==> src/rtl/pipe_stage_reg.sv <==
// Parametrised pipeline stage register with valid/ready handshake, flush and optional skid entry.
// Optional PIPE_STAGE_PERF_EN adds stall_cnt/flush_cnt performance counters.
module pipe_stage_reg #(
  parameter int CTRL_W = 8,
  parameter int DATA_W = 128,
  parameter int SKID   = 1
) (
  input  logic              clk,
  input  logic              rst,
  input  logic              flush,
  input  logic              in_valid,
  output logic              in_ready,
  input  logic [CTRL_W-1:0] in_ctrl,
  input  logic [DATA_W-1:0] in_data,
  output logic              out_valid,
  input  logic              out_ready,
  output logic [CTRL_W-1:0] out_ctrl,
  output logic [DATA_W-1:0] out_data
`ifdef PIPE_STAGE_PERF_EN
  ,
  output logic [31:0]       stall_cnt,
  output logic [31:0]       flush_cnt
`endif
);

  typedef struct packed {
    logic [CTRL_W-1:0] ctrl;
    logic [DATA_W-1:0] data;
  } entry_t;

  typedef enum logic [1:0] {EMPTY, ONE, TWO} state_t;

  entry_t     main_q, in_e;
  logic       up_xfer, dn_xfer;
  logic [1:0] held;

  assign in_e    = '{ctrl: in_ctrl, data: in_data};
  assign up_xfer = in_valid & in_ready;
  assign dn_xfer = out_valid & out_ready;

  generate
    if (SKID != 0) begin : g_skid
      state_t state_q, state_d;
      entry_t skid_q;
      logic   load_main_in, load_main_skid, load_skid;

      // in_ready decodes only the state flop, so no combinational path from out_ready
      assign in_ready  = (state_q != TWO);
      assign out_valid = (state_q != EMPTY);
      assign held      = (state_q == TWO) ? 2'd2 : (state_q == ONE) ? 2'd1 : 2'd0;

      always_comb begin
        state_d        = state_q;
        load_main_in   = 1'b0;
        load_main_skid = 1'b0;
        load_skid      = 1'b0;
        if (flush) begin
          state_d = EMPTY;
        end else begin
          case (state_q)
            EMPTY: if (up_xfer) begin
              state_d      = ONE;
              load_main_in = 1'b1;
            end
            ONE: begin
              if (up_xfer && dn_xfer) begin
                load_main_in = 1'b1;
              end else if (up_xfer) begin
                state_d   = TWO;
                load_skid = 1'b1;
              end else if (dn_xfer) begin
                state_d = EMPTY;
              end
            end
            TWO: if (dn_xfer) begin
              state_d        = ONE;
              load_main_skid = 1'b1;
            end
            default: state_d = EMPTY;
          endcase
        end
      end

      always_ff @(posedge clk or posedge rst) begin
        if (rst) begin
          state_q <= EMPTY;
          main_q  <= '0;
          skid_q  <= '0;
        end else begin
          state_q <= state_d;
          if (load_main_in)        main_q <= in_e;
          else if (load_main_skid) main_q <= skid_q;
          if (load_skid)           skid_q <= in_e;
        end
      end
    end else begin : g_flat
      logic vld_q;

      assign in_ready  = ~vld_q | out_ready;
      assign out_valid = vld_q;
      assign held      = {1'b0, vld_q};

      always_ff @(posedge clk or posedge rst) begin
        if (rst) begin
          vld_q  <= 1'b0;
          main_q <= '0;
        end else if (flush) begin
          vld_q <= 1'b0;
        end else if (up_xfer) begin
          vld_q  <= 1'b1;
          main_q <= in_e;
        end else if (dn_xfer) begin
          vld_q <= 1'b0;
        end
      end
    end
  endgenerate

  // Bubbles carry zero control so an empty stage cannot cause side effects
  assign out_ctrl = main_q.ctrl & {CTRL_W{out_valid}};
  assign out_data = main_q.data;

`ifdef PIPE_STAGE_PERF_EN
  always_ff @(posedge clk or posedge rst) begin
    if (rst) begin
      stall_cnt <= '0;
      flush_cnt <= '0;
    end else begin
      if (out_valid && !out_ready) stall_cnt <= stall_cnt + 32'd1;
      if (flush) flush_cnt <= flush_cnt + 32'(held) + 32'(up_xfer);
    end
  end
`endif

endmodule

==> config.mk <==
export PLATFORM = sky130hd
export DESIGN_NAME = pipe_stage_reg
export DESIGN_NICKNAME = d
export VERILOG_FILES = /design/src/rtl/pipe_stage_reg.sv
export SDC_FILE = /design/constraint.sdc
export NUM_CORES = 1
export LEC_CHECK = 0
export CAP_MARGIN = 20
export CORE_ASPECT_RATIO = 1.4
export CORE_MARGIN = 3
export CORE_UTILIZATION = 35
export CTS_BUF_LIST = sky130_fd_sc_hd__clkbuf_2
export CTS_CLUSTER_DIAMETER = 100
export DETAILED_ROUTE_END_ITERATION = 6
export GPL_ROUTABILITY_DRIVEN = 0
export PLACE_DENSITY = 0.55
export SLEW_MARGIN = 20
export SYNTH_ARGS = -nofsm -noshare
export SYNTH_HDL_FRONTEND = slang
export SYNTH_SLANG_ARGS = --single-unit
==> constraint.sdc <==
create_clock -name clk -period 12.7 [get_ports clk]
set_clock_uncertainty 0.05 [all_clocks]
set_input_delay 2.54 -clock clk [delete_from_list [all_inputs] [get_ports clk]]
set_output_delay 2.54 -clock clk [all_outputs]
set_load 0.01 [all_outputs]
==> metrics list <==
- Number of antenna violations at the first check in global routing: 4
- Peak fanout along the critical path: 9
- Power consumption: 2.25 mW
- Sequential elements use 56.8% of the synthesized area.
* Power per unit of standard cell area: 152 nW/um^2
* Actual transition at the worst max-transition pin: 0.957 ns
* Post-detailed-route wirelength per cell: 19.3 microns
* Vertical extent of the die: 226 microns
- CTS hold repair buffers: 0
* Drt initial violations: 383
* Grt ovf: 0
* Vias/cell: 4.97
- Number of placement rows: 79
- Vias: 7,751
- At the worst endpoint, the arrival time is 2.63 ns.
- In this run the static leakage power is 6.52 nW.
- In this run, CTS created clock tree buffers numbering 72.
* Worst hold path type: flip-flop to flip-flop
- After clock tree synthesis, the clock-pin slew on the worst setup and hold paths is 0.10 ns.
- Total negative slack for setup checks: 0 ns
* Final hold vios: 0
- Synthesis inferred 274 register bits.
- Total setup violations reported at the end of the flow: 0
- The region available for standard cell placement spans 33,600 sq um.
- The signal on the critical path passes through nor2_1, nor2b_1, clkdlybuf4s50_1.
- First-pass GRT wire length: 46,500 microns
- CTS resizes: 0
- After detailed routing, no signal wire sits above met5.
- Detailed placement HPWL: 18,200 microns
- The number of global-route vias before repair is 8,048.
- The routed design uses 1900 microns of met3 wire.
* Crit path capture type: output port
- The worst path in the final design needs a cycle of 5.22 ns, including I/O delays and setup.
- Data on the critical path is required at its endpoint by 10.11 ns.
- Maximum VDD drop: 0.0607 mV
* Final critical-path share of the clock period: 41.1%
- Final worst slack: 7.48 ns
- The number of slew-limit violations in the final report was 0.
- CTS built an H-tree with a depth of 3.
* Synthesized area per cell: 13.5 sq um
* Startpoint kind of the worst setup timing path: flip-flop
- Maximum buffer depth of the clock tree: 3
* Cell count after synthesis: 896
* Number of maximum-capacitance violations: 0
* Rel. slew slack: 36.2%
- Distinct cell type count after synthesis: 25
- Die area: 36,800 sq um
- Input and output buffers added on the ports amount to 278.
* Number of warnings issued by yosys: 0
* Total standard cell area after synthesis: 12,100 sq um
- Post-place setup slack: 6.83 ns
- Number of setup buffers added after CTS: 0
- For this block, wires on met1 add up to 12,600 microns.
* Net count, final: 1,210
* Placed Cells: 1,440
* Run status: completed
* Clk Tree Root Cell: sky130_fd_sc_hd__clkbuf_2
* Commonest non-fill, non-tap cells in the layout: sky130_fd_sc_hd__clkdlybuf4s50_1, sky130_fd_sc_hd__dfrtp_1, sky130_fd_sc_hd__mux2_2
* Fraction of final layout cells with drive strength greater than 1: 23.7%
- Remaining design rule violation count: 0
* Count of boundary I/O pins: 279
- Total length of routed met2 wires: 14,900 microns
- Compared with the post-synthesis result, the final layout area differs by 23.0%.
- The later pin in the worst-skew pair is clocked with a latency of 0.83 ns.
- Initial Utilization: 35.9%
- Peak per-stage delay on the critical path: 0.65 ns
- Critical path class: flip-flop to output port
* Aggregate global-route resource usage: 16.2%
- Unrepaired setup endpoints after global routing: no
- For this design, the sink count on the clock tree is 274.
* Most common library cell in the layout ignoring fill and taps: sky130_fd_sc_hd__clkdlybuf4s50_1
- The largest individual stage delay along the critical path comes from the cell sky130_fd_sc_hd__nor2_1.
- Final cell count without fillers: 1,559
- CTS tree: done
* Synthesized Nets: 1,037
- Pin count of the biggest net entering global routing: 148
- Fmax: 192 MHz
* Pre-antenna DRT Iters: 4
* FILL cells: 3,108
* Die outline width: 163 microns
* Routed wire length: 30,100 microns
- Number of nets still failing antenna checks after routing: 0
==> through the flow <==
step	hold slack (ns)	utilization, %	instance area [sq um]
2_1_floorplan	0.420	-	12100
3_3_place_gp	0.428	42.4	14200
3_5_place_dp	0.434	42.4	14200
4_1_cts	0.455	44.1	14800
5_1_grt	0.465	44.1	14800
6_report	0.450	44.2	14800
==> cell usage after synthesis <==
cell type | count | area (sq um)
sky130_fd_sc_hd__a211oi_1 | 1 | 7.51
sky130_fd_sc_hd__a21oi_1 | 2 | 10.0
sky130_fd_sc_hd__a21oi_4 | 1 | 16.3
sky130_fd_sc_hd__a221o_1 | 135 | 1350
sky130_fd_sc_hd__and2_1 | 135 | 845
sky130_fd_sc_hd__and2b_1 | 1 | 7.51
sky130_fd_sc_hd__and4bb_1 | 1 | 12.5
sky130_fd_sc_hd__buf_1 | 4 | 15.0
sky130_fd_sc_hd__buf_2 | 27 | 135
sky130_fd_sc_hd__buf_4 | 130 | 976
sky130_fd_sc_hd__buf_6 | 6 | 67.6
sky130_fd_sc_hd__clkbuf_1 | 19 | 71.3
sky130_fd_sc_hd__dfrtp_1 | 274 | 6860
sky130_fd_sc_hd__inv_1 | 2 | 7.51
sky130_fd_sc_hd__mux2_2 | 138 | 1550
sky130_fd_sc_hd__nand2_1 | 2 | 7.51
sky130_fd_sc_hd__nand2_2 | 1 | 6.26
sky130_fd_sc_hd__nand2b_1 | 3 | 18.8
sky130_fd_sc_hd__nand3b_1 | 1 | 7.51
sky130_fd_sc_hd__nor2_1 | 1 | 3.75
sky130_fd_sc_hd__nor2b_1 | 8 | 50.1
sky130_fd_sc_hd__nor3_1 | 1 | 5.00
sky130_fd_sc_hd__nor3b_4 | 1 | 18.8
sky130_fd_sc_hd__o21ba_2 | 1 | 10.0
sky130_fd_sc_hd__or3b_2 | 1 | 8.76
==> sequential cells by signal (all words and copies together), names as in the netlist <==
register        count
main_q              8
g_skid.state_q      2
g_skid.skid_q     136
out_data          128
==> where the power goes <==
group          switching, mW  leakage, nW  total, mW  internal [mW]
combinational          0.182         2.67      0.500          0.318
clock                  0.344        0.473      0.582          0.238
sequential            0.0967         3.38       1.17           1.07
total                  0.623         6.52       2.25           1.63
==> layout make-up <==
cell class	count	area, sq um	share of cell area (%)
inverter	2	15.0	0.101
clock inverter	7	52.6	0.354
tap	445	557	3.75
multi-input combinational	434	3960	26.7
antenna	5	12.5	0.0843
clock buffer	107	536	3.61
timing repair buffer	285	2850	19.2
sequential	274	6860	46.2
==> metal layers <==
metal	global-route usage, %	up-vias
li1	-	3504
met5	0	-
met2	26.3	256
met4	5.87	2
met1	20.5	3939
met3	4.77	50
==> critical path: cells and delay by family, from the launching register on <==
| kind | cells | cell delay, ns |
|---|---|---|
| simple gates | 2 | 0.80 |
| flops | 1 | 0.49 |
| buf+inv | 1 | 0.52 |
==> cells by family after synthesis <==
group | synth area share [%]
AO/OA/AOI/OAI | 11.6
buffers and inverters | 10.5
flip-flops | 56.8
multiplexers | 12.9
AND/OR/NAND/NOR | 8.21
==> path summary, 6_finish.rpt <==
| kind | cells after the start | slack, ns | endpoint | start |
|---|---|---|---|---|
| worst max register to register | 5 | 9.61 | out_data[99]$_DFFE_PP0P_ | g_skid.state_q[1]$_DFFE_PP0P_ |
| worst min-delay path | 1 | 0.45 | g_skid.skid_q[131]$_DFFE_PP0P_ | g_skid.skid_q[131]$_DFFE_PP0P_ |
| worst min register to register | 1 | 0.45 | g_skid.skid_q[131]$_DFFE_PP0P_ | g_skid.skid_q[131]$_DFFE_PP0P_ |
| max in group asynchronous | 3 | 8.98 | out_data[27]$_DFFE_PP0P_ | rst |
| min in group asynchronous | 2 | 2.25 | out_data[25]$_DFFE_PP0P_ | rst |
| worst max-delay path | 3 | 7.48 | out_ctrl[3] | g_skid.state_q[1]$_DFFE_PP0P_ |
Note: power is estimated with default switching activity, not from simulation.
